**src/rtl/fft4_pkg.sv**
```systemverilog
// Shared types and constants for the 4-point FFT sequencer: FSM states,
// integer-encoded twiddles and the bit-reversed output order.
package fft4_pkg;

  typedef enum logic [2:0] {
    LOAD,
    BF0,
    BF1,
    BF2,
    BF3,
    UNLOAD
  } fft4_state_t;

  localparam int N_POINTS      = 4;
  localparam int DEFAULT_WIDTH = 32;

  // Twiddle words for an arbitrary packed width; callers cast to their WIDTH.
  function automatic logic [63:0] w_one_word(input int width);
    return 64'(1) << (width / 2);
  endfunction

  function automatic logic [63:0] w_neg_j_word(input int width);
    return (64'(1) << (width / 2)) - 64'(1);
  endfunction

  localparam logic [DEFAULT_WIDTH-1:0] W_ONE   = DEFAULT_WIDTH'(w_one_word(DEFAULT_WIDTH));
  localparam logic [DEFAULT_WIDTH-1:0] W_NEG_J = DEFAULT_WIDTH'(w_neg_j_word(DEFAULT_WIDTH));

  // After in-place DIT the bins sit bit-reversed: slot order {0,2,1,3}.
  localparam logic [7:0] OUT_ORDER = {2'd3, 2'd1, 2'd2, 2'd0};

  function automatic logic [1:0] out_map(input logic [1:0] idx);
    return OUT_ORDER[{idx, 1'b0} +: 2];
  endfunction

endpackage

```
**src/rtl/fft4_sched.sv**
```systemverilog
// Sequencer for a 4-point radix-2 DIT FFT: loads four samples, drives an
// external shared butterfly for four cycles in place, then streams X0..X3.
module fft4_sched
  import fft4_pkg::*;
#(
  parameter int WIDTH = 32
) (
  input  logic             clk,
  input  logic             rst_n,
  input  logic             in_valid,
  output logic             in_ready,
  input  logic [WIDTH-1:0] in_data,
  output logic             out_valid,
  input  logic             out_ready,
  output logic [WIDTH-1:0] out_data,
  output logic             out_last,
  output logic [WIDTH-1:0] bf_a,
  output logic [WIDTH-1:0] bf_b,
  output logic [WIDTH-1:0] bf_w,
  input  logic [WIDTH-1:0] bf_out0,
  input  logic [WIDTH-1:0] bf_out1,
  output logic             busy
);

  localparam logic [WIDTH-1:0] TW_ONE   = WIDTH'(w_one_word(WIDTH));
  localparam logic [WIDTH-1:0] TW_NEG_J = WIDTH'(w_neg_j_word(WIDTH));
  localparam logic [1:0]       LAST_IDX = 2'(N_POINTS - 1);

  fft4_state_t      state_reg, state_next;
  logic [1:0]       cnt_reg;
  logic [WIDTH-1:0] buf_reg  [N_POINTS];
  logic [WIDTH-1:0] buf_next [N_POINTS];

  logic       load_fire, unload_fire;
  logic       bf_en;
  logic [1:0] idx_a, idx_b;

  assign load_fire   = (state_reg == LOAD) && in_valid;
  assign unload_fire = (state_reg == UNLOAD) && out_ready;

  always_ff @(posedge clk) begin
    if (!rst_n) begin
      state_reg <= LOAD;
    end else begin
      state_reg <= state_next;
    end
  end

  always_comb begin
    state_next = state_reg;
    case (state_reg)
      LOAD:    if (load_fire && cnt_reg == LAST_IDX) state_next = BF0;
      BF0:     state_next = BF1;
      BF1:     state_next = BF2;
      BF2:     state_next = BF3;
      BF3:     state_next = UNLOAD;
      UNLOAD:  if (unload_fire && cnt_reg == LAST_IDX) state_next = LOAD;
      default: state_next = LOAD;
    endcase
  end

  always_comb begin
    in_ready  = 1'b0;
    out_valid = 1'b0;
    out_last  = 1'b0;
    out_data  = '0;
    busy      = 1'b1;
    bf_en     = 1'b0;
    idx_a     = 2'd0;
    idx_b     = 2'd0;
    bf_a      = '0;
    bf_b      = '0;
    bf_w      = '0;
    case (state_reg)
      LOAD: begin
        in_ready = 1'b1;
        busy     = 1'b0;
      end
      BF0: begin
        bf_en = 1'b1;
        idx_a = 2'd0;
        idx_b = 2'd2;
        bf_w  = TW_ONE;
      end
      BF1: begin
        bf_en = 1'b1;
        idx_a = 2'd1;
        idx_b = 2'd3;
        bf_w  = TW_ONE;
      end
      BF2: begin
        bf_en = 1'b1;
        idx_a = 2'd0;
        idx_b = 2'd1;
        bf_w  = TW_ONE;
      end
      BF3: begin
        bf_en = 1'b1;
        idx_a = 2'd2;
        idx_b = 2'd3;
        bf_w  = TW_NEG_J;
      end
      UNLOAD: begin
        out_valid = 1'b1;
        out_last  = (cnt_reg == LAST_IDX);
        out_data  = buf_reg[out_map(cnt_reg)];
      end
      default: begin
        busy = 1'b1;
      end
    endcase
    if (bf_en) begin
      bf_a = buf_reg[idx_a];
      bf_b = buf_reg[idx_b];
    end
  end

  // cnt wraps 3 -> 0 on the fourth transfer, so it is clear on every state exit.
  always_ff @(posedge clk) begin
    if (!rst_n) begin
      cnt_reg <= '0;
    end else if (load_fire || unload_fire) begin
      cnt_reg <= cnt_reg + 2'd1;
    end
  end

  genvar gi;
  generate
    for (gi = 0; gi < N_POINTS; gi++) begin : g_slot
      localparam logic [1:0] SLOT = 2'(gi);
      assign buf_next[gi] = (load_fire && cnt_reg == SLOT) ? in_data :
                            (bf_en && idx_a == SLOT)       ? bf_out0 :
                            (bf_en && idx_b == SLOT)       ? bf_out1 :
                                                             buf_reg[gi];
    end
  endgenerate

  always_ff @(posedge clk) begin
    if (!rst_n) begin
      buf_reg <= '{default: '0};
    end else begin
      buf_reg <= buf_next;
    end
  end

endmodule

```
**config.mk**
```make
export PLATFORM = sky130hd
export DESIGN_NAME = fft4_sched
export DESIGN_NICKNAME = d
export VERILOG_FILES = /design/src/rtl/fft4_pkg.sv /design/src/rtl/fft4_sched.sv
export SDC_FILE = /design/constraint.sdc
export NUM_CORES = 1
export LEC_CHECK = 0
export ABC_CLOCK_PERIOD_IN_PS = 2200
export CAP_MARGIN = 30
export CORE_ASPECT_RATIO = 1.5
export CORE_MARGIN = 5
export CORE_UTILIZATION = 35
export DETAILED_ROUTE_END_ITERATION = 10
export GPL_TIMING_DRIVEN = 0
export SLEW_MARGIN = 10
export SYNTH_ARGS = -nofsm -noshare
export SYNTH_HDL_FRONTEND = slang
export SYNTH_SLANG_ARGS = --single-unit
export TNS_END_PERCENT = 50
```
**constraint.sdc**
```tcl
create_clock -name clk -period 2.2 [get_ports clk]
set_input_delay 0.44 -clock clk [delete_from_list [all_inputs] [get_ports clk]]
set_output_delay 0.44 -clock clk [all_outputs]
set_load 0.02 [all_outputs]
```
==> results.md <==
* Yosys warnings at 0
* Gpl congestion at 0.926
* Register area share after synthesis at 0.268
* CTS tree: yes
* IO Pins at 232
* Status: finished, violations left
* Req. time, crit path at 1.76 ns
* Reg2reg start: state_reg[1]
* Worst hold slack at 0.481 ns
* Post-route setup slack at -0.264 ns
* CP Max Fanout at 6
* Final hold violations at 0
* Vias in the first global route at 12000
* Layout cells sized above 1 at 0.418
* H-Tree Depth at 4
* Slew HR at 0.434
* Clk_skew at 0.00792 ns
* Hold_buf cts at 0
* Vias per std cell at 6.74
* Worst Path Arrival at 2.02 ns
* Top-area cell type share of the netlist area at 0.268
* CP Launch Type: register
* Avg Inst Size Synth at 8.97 um2
* Die Ht at 216 um
* Clk pin slew, worst setup/hold paths at 0.07 ns
* GRT Total Usage at 0.309
* Clock Tree Buf Depth at 2
* Nets at 1522
* Number of synthesized register bits at 133
* Setup Viol. Count Final at 134
* Synth area leaders: dfxtp_1, mux4_2, nor3b_1
* Grt total ovfl at 0
* Port Buf Inserts at 215
* Vias at 12000
* RSZ-0062 raised after global routing: yes
* Dominant cell type by area after synthesis: dfxtp_1
* Die W at 148 um
* Cells after Synth at 1106
* Hold Crit Class: reg2reg
* Synth async-reset ratio at 0
* Root Driver: clkbuf_16
* Drt pass-1 iters at 6
* Cell area after synthesis at 0.00993 mm2
* Slew @ Worst Pin at 0.849 ns
* RR Endpoint: buf_reg[78]
* Fmax at 0.406 GHz
* Setup crit end kind: output port
* Worst Path Class, Setup: reg2out
* Starting DRT DRC Count at 1268
* CTS Buf Count at 17
* Max Transition Viols Final at 0
* Max FFs per register at 128
* Clock Sink Count at 133
* Initial Utilization at 0.355
* EDFF count, synth at 0
* Power Dens Cells at 504 mW/mm2
* VDD IR max at 583 uV
* Worst R2R Setup Slack at -0.03 ns
* Antenna Cells at 0
* Num rows at 75
* Max_cap viols at 0
* Final Cycle Share at 1.12
* Most common cell in the netlist: dfxtp_1
* Initial antenna violation count at 0
* Core ar. at 0.0280 mm2
* Die area at 0.0319 mm2
* Netlist cell types at 45
* Primary FF master, synth: dfxtp_1
* Routed WL at 53800 um
* Worst r2r path cells at 9
* DRC violations left at 0
* Worst-skew pair later-pin latency at 0.45 ns
* Routed len/inst at 30.3 um
* Global-route wire length before repair at 74900 um
* Post-layout util at 0.570
* Synth-to-layout area growth at 60.5%
* Largest net degree at the start of global routing at 17
* Post-route ant nets at 0
* Failing checks: setup timing
* Post-DP HPWL at 35400 um
* Tmin final at 2.46 ns
* Crit path to: bf_b[29]
* Leakage Power at 5.83 nW
* Leading cell types by count after synthesis: dfxtp_1, nor3b_1, clkbuf_1
* CP startpoint: state_reg[1]
-- worst min-delay path by stage --
stage                 startpoint  slack (ns)           end  cells past startpoint
floorplan           buf_reg[127]        0.45  buf_reg[127]                      2
global route        buf_reg[101]        0.50  buf_reg[101]                      2
detailed placement  buf_reg[104]        0.47  buf_reg[104]                      2
CTS                 buf_reg[104]        0.48  buf_reg[104]                      2
global placement    buf_reg[103]        0.46  buf_reg[103]                      2
finish              buf_reg[104]        0.48  buf_reg[104]                      2
-- repair_timing --
action                      CTS  global route
cloned                        8             5
setup endpoints to repair   213           239
pin swaps                    62            51
buffers inserted             30            29
gates resized for setup    1021           207
-- cell families after synthesis --
| kind of cell | Yosys count | share of synthesized area |
|---|---|---|
| AND/OR/NAND/NOR | 290 | 0.190 |
| other | 1 | 0.000378 |
| multiplexers | 98 | 0.143 |
| AO/OA/AOI/OAI | 391 | 0.302 |
| adder cells (fa/ha/maj) | 4 | 0.00504 |
| XOR/XNOR | 2 | 0.00252 |
| buffers and inverters | 187 | 0.0885 |
| flip-flops | 133 | 0.268 |
-- worst max-delay path: stages (launching register included) --
cell       delay (ns)
dfxtp_4          0.36
buf_6            0.12
nor2b_4          0.16
nor2b_4          0.21
clkbuf_16        0.20
buf_16           0.13
buf_12           0.14
o2bb2ai_4        0.12
buf_6            0.13
-- cells in the final DEF, fill, tap and decap left out, types with 5 or more instances in the layout --
| cell type | n |
|---|---|
| conb_1 | 15 |
| mux2_2 | 28 |
| buf_4 | 93 |
| o2bb2ai_4 | 9 |
| o2111a_1 | 31 |
| buf_2 | 15 |
| o21ai_0 | 32 |
| buf_6 | 112 |
| clkbuf_1 | 40 |
| a21oi_1 | 66 |
| mux2i_1 | 34 |
| o221a_2 | 31 |
| a22oi_2 | 41 |
| o311a_1 | 32 |
| clkbuf_4 | 6 |
| nand2_1 | 38 |
| o21ai_2 | 13 |
| clkbuf_16 | 32 |
| nand3_1 | 34 |
| nor3b_1 | 96 |
| and3_4 | 32 |
| clkinvlp_4 | 5 |
| clkdlybuf4s50_1 | 97 |
| mux4_2 | 32 |
| o21ai_1 | 17 |
| inv_1 | 5 |
| buf_12 | 35 |
| clkbuf_8 | 17 |
| o2bb2ai_2 | 20 |
| a32oi_1 | 32 |
| buf_8 | 7 |
| o21a_1 | 32 |
| a22oi_1 | 20 |
| dfxtp_1 | 128 |
| nand3b_1 | 65 |
| clkbuf_2 | 19 |
-- stage by stage --
| step | instance area (um2) | instances | setup slack, ns | setup TNS (ns) | total power, mW |
|---|---|---|---|---|---|
| after floorplan | 9990 | 1120 | 0.00878 | 0 | 3.81 |
| after global placement | 12600 | 1681 | -1.14 | -180.34 | 4.52 |
| after detailed placement | 12600 | 1681 | -1.15 | -184.90 | 4.54 |
| after CTS | 14900 | 1749 | -0.193 | -17.77 | 7.81 |
| after global routing | 15900 | 1777 | -0.295 | -22.55 | 8.19 |
| final | 15900 | 1777 | -0.264 | -19.09 | 8.04 |
-- power by group --
part | total (mW) | internal, mW | switching, mW
Sequential | 2.87 | 2.63 | 0.248
Combinational | 2.10 | 1.00 | 1.10
Clock | 3.06 | 1.83 | 1.23
-- area by class of cell --
class                   count  area [um2]
flip-flops and latches    133        2680
multi-input cells         800        7380
repair buffers            284        3080
well taps                 346         433
clock buffers              19         453
clock inverters            13         156
plain buffers             176        1730
inverters                   6        22.5
fillers                  2377       12000
-- metal layers --
| metal | vias up | routed length, um | GRT usage | share of wire |
|---|---|---|---|---|
| met2 | 929 | 26300 | 0.529 | 0.49 |
| met3 | 290 | 5210 | 0.0677 | 0.097 |
| met1 | 5798 | 17900 | 0.332 | 0.33 |
| met5 | - | 0 | 0 | 0 |
| li1 | 4957 | - | - | - |
| met4 | 0 | 4400 | 0.229 | 0.082 |
Power figures use the tool's default switching activity.
